File: src/rtl/mod_n_updown_counter_pkg.sv
// Shared encodings for the modulo-N up/down counter: mode field values and
// the one-shot sequencer states.
package counter_pkg;

    localparam logic [1:0] MODE_WRAP    = 2'b00;
    localparam logic [1:0] MODE_SAT     = 2'b01;
    localparam logic [1:0] MODE_ONESHOT = 2'b10;

    typedef enum logic [1:0] {
        ST_IDLE = 2'b00,
        ST_RUN  = 2'b01,
        ST_DONE = 2'b10
    } state_t;

endpackage

File: src/rtl/mod_n_updown_counter_if.sv
// Control/status bundle of one counter stage; the counter sits on the slave
// side, whatever sequences it sits on the master side.
interface mod_n_updown_counter_if #(
    parameter int WIDTH = 3
);
    logic             enable;
    logic             up_down;
    logic             load;
    logic [WIDTH-1:0] load_value;
    logic [1:0]       mode;
    logic             start;
    logic [WIDTH-1:0] out;
    logic             carry_out;
    logic             running;
    logic             done;

    modport master (
        output enable, up_down, load, load_value, mode, start,
        input  out, carry_out, running, done
    );

    modport slave (
        input  enable, up_down, load, load_value, mode, start,
        output out, carry_out, running, done
    );
endinterface

File: src/rtl/mod_n_updown_counter_step.sv
// Next-count and terminal-count logic for one modulo-N stage. The wrap is an
// explicit compare so non-power-of-two moduli never leave 0..MODULUS-1.
module mod_n_step
    import counter_pkg::*;
#(
    parameter int MODULUS = 8,
    parameter int WIDTH   = 3
) (
    input  logic [WIDTH-1:0] count_in,
    input  logic             up_down,
    input  logic [1:0]       mode,
    output logic [WIDTH-1:0] count_next,
    output logic             at_limit
);
    localparam logic [WIDTH-1:0] MAX_VAL = WIDTH'(MODULUS - 1);

    logic hold;

    always_comb begin
        at_limit   = up_down ? (count_in == MAX_VAL) : (count_in == '0);
        // saturate and one-shot both park on the limit instead of wrapping
        hold       = at_limit && ((mode == MODE_SAT) || (mode == MODE_ONESHOT));
        count_next = count_in;
        if (!hold) begin
            if (up_down) count_next = at_limit ? '0 : count_in + WIDTH'(1);
            else         count_next = at_limit ? MAX_VAL : count_in - WIDTH'(1);
        end
    end
endmodule

File: src/rtl/mod_n_updown_counter.sv
// Modulo-N up/down counter with parallel load, wrap/saturate/one-shot modes
// and a zero-latency cascade carry.
//
//   state   | meaning
//   --------+-------------------------------------------------
//   ST_IDLE | one-shot not armed (or not in one-shot mode)
//   ST_RUN  | one-shot armed, counting on enable
//   ST_DONE | one-shot reached its limit, count parked
module mod_n_updown_counter
    import counter_pkg::*;
#(
    parameter int MODULUS = 8,
    parameter int WIDTH   = 3
) (
    input  logic                   clk,
    input  logic                   reset,
    mod_n_updown_counter_if.slave  bus
);
    localparam logic [WIDTH-1:0] MAX_VAL = WIDTH'(MODULUS - 1);
    localparam logic [WIDTH:0]   MOD_EXT = (WIDTH + 1)'(MODULUS);

    logic [WIDTH-1:0] count_q;
    logic [WIDTH-1:0] count_next;
    logic [WIDTH-1:0] load_clamped;
    logic             at_limit;
    logic             oneshot;
    logic             count_ok;
    state_t           state;
    logic             running_q;
    logic             done_q;

    mod_n_step #(
        .MODULUS (MODULUS),
        .WIDTH   (WIDTH)
    ) u_step (
        .count_in   (count_q),
        .up_down    (bus.up_down),
        .mode       (bus.mode),
        .count_next (count_next),
        .at_limit   (at_limit)
    );

    assign oneshot      = (bus.mode == MODE_ONESHOT);
    assign count_ok     = bus.enable && (!oneshot || (state == ST_RUN));
    assign load_clamped = ({1'b0, bus.load_value} < MOD_EXT) ? bus.load_value : MAX_VAL;

    always_ff @(posedge clk) begin
        if (reset) begin
            count_q   <= '0;
            state     <= ST_IDLE;
            running_q <= 1'b0;
            done_q    <= 1'b0;
        end else begin
            if (bus.load)                  count_q <= load_clamped;
            else if (oneshot && bus.start) count_q <= bus.up_down ? '0 : MAX_VAL;
            else if (count_ok)             count_q <= count_next;

            // a load freezes the sequencer; leaving one-shot mode always disarms it
            if (!oneshot) begin
                state     <= ST_IDLE;
                running_q <= 1'b0;
                done_q    <= 1'b0;
            end else if (!bus.load) begin
                if (bus.start) begin
                    state     <= ST_RUN;
                    running_q <= 1'b1;
                    done_q    <= 1'b0;
                end else if ((state == ST_RUN) && bus.enable && at_limit) begin
                    state     <= ST_DONE;
                    running_q <= 1'b0;
                    done_q    <= 1'b1;
                end
            end
        end
    end

    assign bus.out       = count_q;
    assign bus.carry_out = bus.enable & at_limit;
    assign bus.running   = running_q;
    assign bus.done      = done_q;
endmodule

File: src/flat_wrapper.sv
// flat-port wrapper written by rule: the top's interface ports become plain ports
module mod_n_updown_counter_flat import counter_pkg::*;
#(
    parameter int MODULUS = 8,
    parameter int WIDTH   = 3
)
  (clk, reset, bus_enable, bus_up_down, bus_load, bus_load_value, bus_mode, bus_start, bus_out, bus_carry_out, bus_running, bus_done);
  mod_n_updown_counter_if #(.WIDTH(WIDTH)) bus_i ();
  input  logic clk;
  input  logic reset;
  input wire logic [$bits(bus_i.enable)-1:0] bus_enable;
  input wire logic [$bits(bus_i.up_down)-1:0] bus_up_down;
  input wire logic [$bits(bus_i.load)-1:0] bus_load;
  input wire logic [$bits(bus_i.load_value)-1:0] bus_load_value;
  input wire logic [$bits(bus_i.mode)-1:0] bus_mode;
  input wire logic [$bits(bus_i.start)-1:0] bus_start;
  output wire logic [$bits(bus_i.out)-1:0] bus_out;
  output wire logic [$bits(bus_i.carry_out)-1:0] bus_carry_out;
  output wire logic [$bits(bus_i.running)-1:0] bus_running;
  output wire logic [$bits(bus_i.done)-1:0] bus_done;
  assign bus_i.enable = bus_enable;
  assign bus_i.up_down = bus_up_down;
  assign bus_i.load = bus_load;
  assign bus_i.load_value = bus_load_value;
  assign bus_i.mode = bus_mode;
  assign bus_i.start = bus_start;
  assign bus_out = bus_i.out;
  assign bus_carry_out = bus_i.carry_out;
  assign bus_running = bus_i.running;
  assign bus_done = bus_i.done;
  mod_n_updown_counter #(.MODULUS(MODULUS), .WIDTH(WIDTH)) u_core (.clk(clk), .reset(reset), .bus(bus_i));
endmodule
File: config.mk
export PLATFORM = sky130hd
export DESIGN_NAME = mod_n_updown_counter_flat
export DESIGN_NICKNAME = d
export VERILOG_FILES = /design/src/rtl/mod_n_updown_counter_pkg.sv /design/src/rtl/mod_n_updown_counter_if.sv /design/src/rtl/mod_n_updown_counter_step.sv /design/src/rtl/mod_n_updown_counter.sv /design/src/flat_wrapper.sv
export SDC_FILE = /design/constraint.sdc
export NUM_CORES = 1
export LEC_CHECK = 0
export BUFFER_PORTS_ARGS = -buffer_cell sky130_fd_sc_hd__buf_2
export CORE_AREA = 2 2 39 41
export CTS_CLUSTER_SIZE = 30
export DETAILED_ROUTE_END_ITERATION = 8
export DIE_AREA = 0 0 41 43
export MAX_ROUTING_LAYER = met4
export PLACE_DENSITY = 0.68
export SKIP_LAST_GASP = 1
export SYNTH_ARGS = -nofsm -noshare
export SYNTH_HDL_FRONTEND = slang
export SYNTH_SLANG_ARGS = --single-unit
File: constraint.sdc
create_clock -name clk -period 1.9 [get_ports clk]
set_input_delay 0.19 -clock clk [delete_from_list [all_inputs] [get_ports clk]]
set_output_delay 0.19 -clock clk [all_outputs]
set_load 0.02 [all_outputs]
-- Word level (Yosys, flattened, before mapping)
Index checks and enable logic that the tools add are counted.
- register bits: 7
- logic and storage cells: 43
- output and inout bits: 6
- input bits: 11
- reduce and logical (&&, ||, !) cells: 14
- bitwise logic cells: 3
- equality and inequality tests: 5
- multiplexer cells: 15
- add/subtract/negate cells: 2
- operators with widths (operator ; number):
    $mux 3 ; 8
    $logic_and 1x1->1 ; 5
    $mux 1 ; 5
    $eq 2x1->1 const B ; 2
    $mux 2 ; 2
    $reduce_and 2->1 ; 2
    $add 3x1->3 const B ; 1
    $eq 3x3->1 const B ; 1
    $logic_not 3->1 ; 1
    $ne 3x2->1 const B ; 1
    $reduce_bool 3->1 ; 1
    $sub 3x1->3 const B ; 1
    $eq 2x2->1 const B ; 1
    $logic_or 1x1->1 ; 2
    $not 1->1 ; 2
    $reduce_bool 2->1 ; 1
    $reduce_or 2->1 ; 1
    $and 1x1->1 ; 1
    $logic_not 1->1 ; 1

-- Depth between registers and ports, before layout
Gate-level depths: netlist of the first run.
- word-level depth: 8
- depth in mapped cells: 6
- depth with buffers taken out: 6

-- By module
From an unflattened synthesis of the first run, not the netlist that was laid out.
- cells, all modules: 69
- area total of the unflattened synthesis: 539.3 um^2
- by module, submodules not included (module ; times used ; sequential area each (um^2) ; cells an instance ; area an instance (um^2)):
    mod_n_updown_counter ; 1 ; 100.1 ; 37 ; 312.8
    mod_n_step ; 1 ; 0.0 ; 32 ; 226.5

-- Least setup slack after synthesis of the first run
Ideal clock, no wire load.
- kind: register to output
- from: reg u_core.count_q[0], in the netlist u_core.bus.out[0]
- to: out bus_carry_out
- data arrival time: 1.545 ns
- data required time: 1.710 ns
- slack: 0.165 ns
- cell stages (with the launch flop): 5
- buffers on the path: 0
- path through: dfxtp_1 -> inv_1 -> ha_1 -> or3b_4 -> a21boi_0
- cells in the longest elaborated chain, start to end: 3
- elaborated cells between the ends (all ways): 4
- classes of those cells: eq/ne: 1; mux: 1; bitwise: 1; reduce/logical: 1
- ends and longest elaborated chain (what ; line ; text):
    start: declaration ; mod_n_updown_counter.sv:22 ; logic [WIDTH-1:0] count_q;
    start signal: assignment ; mod_n_updown_counter.sv:54 ; if (bus.load) count_q <= load_clamped;
    start signal: assignment ; mod_n_updown_counter.sv:55 ; else if (oneshot && bus.start) count_q <= bus.up_down ? '0 : MAX_VAL;
    start signal: assignment ; mod_n_updown_counter.sv:56 ; else if (count_ok) count_q <= count_next;
    $eq 3x3->1 or $logic_not 3->1 (tied branches) ; mod_n_updown_counter_step.sv:20 ; at_limit = up_down ? (count_in == MAX_VAL) : (count_in == '0);
    $mux 1 * ; mod_n_updown_counter_step.sv:20 ;
    $and 1x1->1 * ; mod_n_updown_counter.sv:78 ; assign bus.carry_out = bus.enable & at_limit;
    end: declaration ; flat_wrapper.sv:18 ; output wire logic [$bits(bus_i.carry_out)-1:0] bus_carry_out;
Every way passes the cells marked *; elsewhere a longest branch is shown, timed or not.

-- Final worst setup path of the first run
Same ends and word-level chain as after synthesis.

==> flow_summary.ini, run 1 <==
[outcome]
run_status = finished clean

[clocking]
cts_hold_repair_buffers = 0
cts.htree.levels = 1
clkLatencyLatePin_ns = 0.25
clock_tree_from_tritoncts = yes
post_cts_buffers = 0
cts_max_path_buffers = 2
cts_repair_resize_count = 0
cts.reportedPaths.clkPinSlew_ns = 0.04
cts_sinks = 5
cts_root_buffer = sky130_fd_sc_hd__clkbuf_4
cts_inserted_buffers = 3

[sta]
clock.fmax_mhz = 561.0
final-setup-viol-count = 0
period_share_pct = 93.82
rsz0062_at_grt = false
fin_skew_ns = 0.001498
finalSetupTns_ns = 0
relSlewSlack_pct = 71.87
tightestPinTransition_ns = 0.4182
final_max_slew_viol_count = 0
timing.final.crit_period_ns = 1.783
final_critical_path_setup_slack_ns = 0.1175
final-hold-violation-count = 0

[critical_path]
start_kind = flip-flop
cell_chain_critical_path = inv_1 > ha_1 > or3b_4 > a21boi_0 > buf_2
worst_setup_ep_type = primary output
slowest_delay_ns = 0.41
crit_path_top_delay_cell = sky130_fd_sc_hd__or3b_4
critical_path_arrival_ns = 1.59
worst_ep_required_time_ns = 1.71
path_max_fanout = 5
critical_setup_path_class = reg2out

[floorplanning]
die_width_um = 41
die_y_um = 43
design.portCount = 17
initial_core_util_pct = 31.92
floorplan_core_area_um2 = 1384
placement_rows = 14
die_area_um2 = 1763

[power]
totalPowerFinal_mw = 0.3577
static-leakage-power_nw = 0.2787
ratio_of_total_power_to_cell_area_nw_per_um2 = 629.6
vdd.ir_drop.worst_v = 0.0002922

[drt]
drt-vias-per-instance = 5.178
drt_iter0_drc = 6
route.detailed.drc = 0
antenna_left = 0
detail_route.wl_per_cell_um = 11.72
wirelength_um = 1055
num_vias = 466
drt_pass1_iterations = 4

[grt]
grt_pass1_wl_um = 1697
grt-ovfl-total = 0
grt_max_degree = 9
initial_antenna_violation_count = 0
grt_pass1_vias = 413
global_route_usage_sum_pct = 15.01

[synth]
synth_area_leader_cell = sky130_fd_sc_hd__dfxtp_1
combinational_family_with_the_most_area_after_synthesis = compound AO/OA/AOI/OAI gates
synth_area_leaders = sky130_fd_sc_hd__dfxtp_1 (23%), sky130_fd_sc_hd__ha_1 (17%), sky130_fd_sc_hd__a211oi_1 (6.8%)
yosys.cell_types.count = 22
fraction_of_synthesized_cell_area_in_xor_and_xnor_cells_pct = 0
synthCells = 54
synth_compound_area_share_pct = 33.14
synth-seq-area-share_pct = 22.66
yosys-mux-area-fraction_pct = 2.266
synth_simple_gate_area_share_pct = 18.98
number_of_enable_type_register_cells_in_the_synthesized_netlist = 0
area_share_of_fa_ha_maj_cells_after_synthesis_pct = 17.00
post_synth_top_flop = sky130_fd_sc_hd__dfxtp_1
synth.net_count = 71
avgSynthCellArea_um2 = 8.179
netlist_area_pre_place_um2 = 441.7
synth_async_sr_flop_share_pct = 0
synthDominantCellAreaShare_pct = 22.66
yosys_register_bits = 5
synth-warning-count = 0

[layout]
layout.area.seq_um2 = 100.1
finalNetCount = 92
layout.cells.most_common_list = sky130_fd_sc_hd__buf_2 (16), sky130_fd_sc_hd__nand2_1 (8), sky130_fd_sc_hd__inv_1 (7)
layout.cells.most_common = sky130_fd_sc_hd__buf_2
num-fill-cells = 146
num_antenna_cells = 0
layout-drive-gt1-share_pct = 28.38
multiInputGateArea_um2 = 315.3
area_delta_synth_final_pct = 28.61
fin_util_pct = 41.05

[place]
port_buffers = 16
dp_slack_ns = 0.1471
gp_congestion = 0.8117
detailed_place_hpwl_um = 865.8

[run]
drv_cap = 0

[min_path]
holdCritPathClass = in2reg
## routing by layer
metal	share of wire (%)	track usage (%)
met5	0	-
met4	1.3	8.000
met3	5.6	6.283
met1	43	15.38
met2	50	23.13
## synthesized netlist by cell type (2+ instances only)
cell type                  count
sky130_fd_sc_hd__a21o_1        3
sky130_fd_sc_hd__a21boi_0      2
sky130_fd_sc_hd__nand2_1       8
sky130_fd_sc_hd__ha_1          6
sky130_fd_sc_hd__o21ai_0       3
sky130_fd_sc_hd__inv_1         7
sky130_fd_sc_hd__nand2b_1      2
sky130_fd_sc_hd__a311oi_1      2
sky130_fd_sc_hd__a211oi_1      4
sky130_fd_sc_hd__dfxtp_1       5
## critical path: cells and delay by family, from the launching register on
kind,cells,cell delay [ns]
AND/OR/NAND/NOR,1,0.41
flip-flops,1,0.35
buffers and inverters,2,0.28
adder cells (fa/ha/maj),1,0.16
AO/OA/AOI/OAI,1,0.16
## state kept, by name, summed over array words and instances, names as in the netlist
signal	flops
u_core.state	2
u_core.bus.out	3
## cell type report
type	count	area share, %
repair buffers	16	14.10
well taps	16	3.524
clock buffers	4	4.626
multi-input cells	42	55.51
flip-flops and latches	5	17.62
inverters	7	4.626
## power breakdown
part / internal, mW / total (mW) / switching (mW)
sequential: 0.113 / 0.123 / 0.0105
combinational: 0.0480 / 0.108 / 0.0605
clock: 0.0796 / 0.126 / 0.0463
## path summary, 6_finish.rpt
kind / from / end / slack (ns) / cells past startpoint
worst max-delay path: u_core.bus.out[0]$_SDFFE_PP0P_ / bus_carry_out / 0.12 / 5
worst min-delay path: reset / u_core.bus.out[1]$_SDFFE_PP0P_ / 0.16 / 2
worst min register to register: u_core.state[0]$_SDFFE_PP0P_ / u_core.state[0]$_SDFFE_PP0P_ / 0.56 / 3
worst max register to register: u_core.bus.out[0]$_SDFFE_PP0P_ / u_core.bus.out[2]$_SDFFE_PP0P_ / 0.13 / 6
## stage by stage
stage	std cells	hold WS [ns]	instance area, um2
after floorplan	54	0.2621	441.7
after global placement	86	0.4020	541.8
after detailed placement	86	0.4127	541.8
after CTS	90	0.1530	568.0
after global routing	90	0.1595	568.0
final	90	0.1550	568.0
## kinds of logic after synthesis
logic type	count (synthesis)
AO/OA/AOI/OAI	20
adder cells (fa/ha/maj)	6
buffers and inverters	7
flip-flops	5
multiplexers	1
AND/OR/NAND/NOR	15
(Power assumes the default switching activity.)
==> run 2: changes to the inputs <==
- CELL_PAD_IN_SITES_DETAIL_PLACEMENT: unset -> 0
- CELL_PAD_IN_SITES_GLOBAL_PLACEMENT: unset -> 2
- CORE_AREA: 2 2 39 41 -> unset
- CORE_MARGIN: unset -> 1.5
- CORE_UTILIZATION: unset -> 25
- DIE_AREA: 0 0 41 43 -> unset
- PLACE_DENSITY: 0.68 -> 0.85
==> run 2 against run 1 <==
Net effect: combinational power is essentially flat; cell area grew 0.22%; sequential share of layout area is essentially flat; fmax grew 0.97%; first-iteration DRC count shrank 33%; register-to-register slack gained 0.05 ns; final cell count grew 1.1%; power shrank 1.5%; critical endpoint unchanged; largest cell class unchanged; highest routed layer is now met3.
==> flow_summary.ini, run 2 (synthesis gave the netlist of run 1 again) <==
[outcome]
run_status = finished clean

[drt]
drt-vias-per-instance = 5.088
route.detailed.drc = 0
detail_route.wl_per_cell_um = 11.57
drt_pass1_iterations = 4
drt_iter0_drc = 4
num_vias = 463
antenna_left = 0
wirelength_um = 1053

[layout]
area_delta_synth_final_pct = 28.90
largest_register_ffs = 3
num-fill-cells = 192
layout.cells.most_common_list = sky130_fd_sc_hd__buf_2 (16), sky130_fd_sc_hd__nand2_1 (8), sky130_fd_sc_hd__inv_1 (7)
fin_util_pct = 33.70
layout-drive-gt1-share_pct = 28.38
multiInputGateArea_um2 = 315.3
layout.area.seq_um2 = 100.1
num_antenna_cells = 0
finalNetCount = 92
layout.cells.most_common = sky130_fd_sc_hd__buf_2

[floorplanning]
die_area_um2 = 2028
floorplan_core_area_um2 = 1689
die_width_um = 45.03
design.portCount = 17
die_y_um = 45.03
placement_rows = 15
initial_core_util_pct = 26.15

[sta]
final_max_slew_viol_count = 0
clock.fmax_mhz = 566.4
tightestPinTransition_ns = 0.4428
fin_skew_ns = 0.002914
relSlewSlack_pct = 70.22
final-setup-viol-count = 0
final-hold-violation-count = 0
rsz0062_at_grt = false
finalSetupTns_ns = 0
period_share_pct = 92.92
timing.final.crit_period_ns = 1.765

[grt]
grt_max_degree = 9
grt_pass1_wl_um = 1897
global_route_usage_sum_pct = 13.21
grt_pass1_vias = 437
grt-ovfl-total = 0
initial_antenna_violation_count = 0

[clocking]
cts_repair_resize_count = 0
cts.reportedPaths.clkPinSlew_ns = 0.04
cts_hold_repair_buffers = 0
cts_max_path_buffers = 2
cts_root_buffer = sky130_fd_sc_hd__clkbuf_4
cts_sinks = 5
post_cts_buffers = 0
cts.htree.levels = 1
clock_tree_from_tritoncts = yes
cts_inserted_buffers = 3
clkLatencyLatePin_ns = 0.24

[min_path]
min_to = u_core.bus.out[1]$_SDFFE_PP0P_
hold_path_depth = 2
hold_path_startpoint = reset
holdCritPathClass = in2reg

[critical_path]
cell_chain_critical_path = inv_1 > ha_1 > or3b_4 > a21boi_0 > buf_2
start_kind = flip-flop
critical_setup_path_class = reg2out
regToRegStartpoint = u_core.bus.out[0]$_SDFFE_PP0P_
worst-r2r-cell-count = 6
crit_path_top_delay_cell = sky130_fd_sc_hd__or3b_4
path_max_fanout = 5
rrSetupSlack_ns = 0.18
critical_path_arrival_ns = 1.58
worst_setup_ep_type = primary output
worst_ep_required_time_ns = 1.71
crit-reg2reg-capture = u_core.bus.out[2]$_SDFFE_PP0P_
slowest_delay_ns = 0.41

[power]
share_comb_of_total_power_pct = 30.8
switching_share_pct = 31.89
totalPowerFinal_mw = 0.3524
vdd.ir_drop.worst_v = 0.0002300
ratio_of_total_power_to_cell_area_nw_per_um2 = 619.0
static-leakage-power_nw = 0.2787
cellInternalPower_mw = 0.2400
power.clock.fraction_pct = 34.3
power.share.sequential_pct = 34.9
total_switching_power_mw = 0.1124

[place]
detailed_place_hpwl_um = 880.6
gp_congestion = 0.7844
port_buffers = 16

[run]
drv_cap = 0
-- run 2: cell counts in the layout (fill, tap and decap cells not counted) --
No cell type changed its count.
-- run 2: final cells by class --
cell class	instances	area share, %
tap	17	3.736
inverter	7	4.615
sequential	5	17.58
timing repair buffer	16	14.07
multi-input combinational	42	55.38
clock buffer	4	4.615
-- run 2: power groups by stage --
stage	clock network [mW]	registers [mW]	logic (mW)
after floorplan	0	0.132	0.0635
after CTS	0.125	0.123	0.110
after global routing	0.135	0.124	0.126
after detailed placement	0	0.125	0.109
final	0.121	0.123	0.109
after global placement	0	0.125	0.111
-- run 2: how the worst max path moves through the flow --
stage                                endpoint  cells past startpoint                      startpoint  slack [ns]
2_1_floorplan                   bus_carry_out                      4  u_core.bus.out[0]$_SDFFE_PP0P_        0.16
3_3_place_gp   u_core.bus.out[2]$_SDFFE_PP0P_                      6  u_core.bus.out[0]$_SDFFE_PP0P_        0.21
3_5_place_dp   u_core.bus.out[2]$_SDFFE_PP0P_                      6  u_core.bus.out[0]$_SDFFE_PP0P_        0.18
4_1_cts                         bus_carry_out                      5  u_core.bus.out[0]$_SDFFE_PP0P_        0.13
5_1_grt                         bus_carry_out                      5  u_core.bus.out[0]$_SDFFE_PP0P_        0.03
6_report                        bus_carry_out                      5  u_core.bus.out[0]$_SDFFE_PP0P_        0.13
-- run 2: layer usage --
layer	track usage [%]	share of wire, %	vias to the layer above
met1	15.82	48	204
met4	3.529	0	0
li1	-	-	243
met2	20.86	45	16
met3	4.800	6.7	0
met5	-	0	-
-- run 2: critical path: cells and delay by family, from the launching register on --
| kind | cells | cell delay [ns] |
|---|---|---|
| flops | 1 | 0.34 |
| simple gates | 1 | 0.41 |
| fa+ha+maj | 1 | 0.16 |
| compound gates | 1 | 0.16 |
| buf+inv | 2 | 0.28 |
-- run 2: stage by stage --
stage | setup WS, ns | hold WS, ns | cells | instance area (um2)
finish | 0.1346 | 0.1679 | 91 | 569.3
global route | 0.02674 | 0.1781 | 91 | 569.3
CTS | 0.1260 | 0.1610 | 91 | 569.3
detailed placement | 0.1764 | 0.4136 | 87 | 543.0
global placement | 0.2127 | 0.4074 | 87 | 543.0
floorplan | 0.1646 | 0.2621 | 54 | 441.7
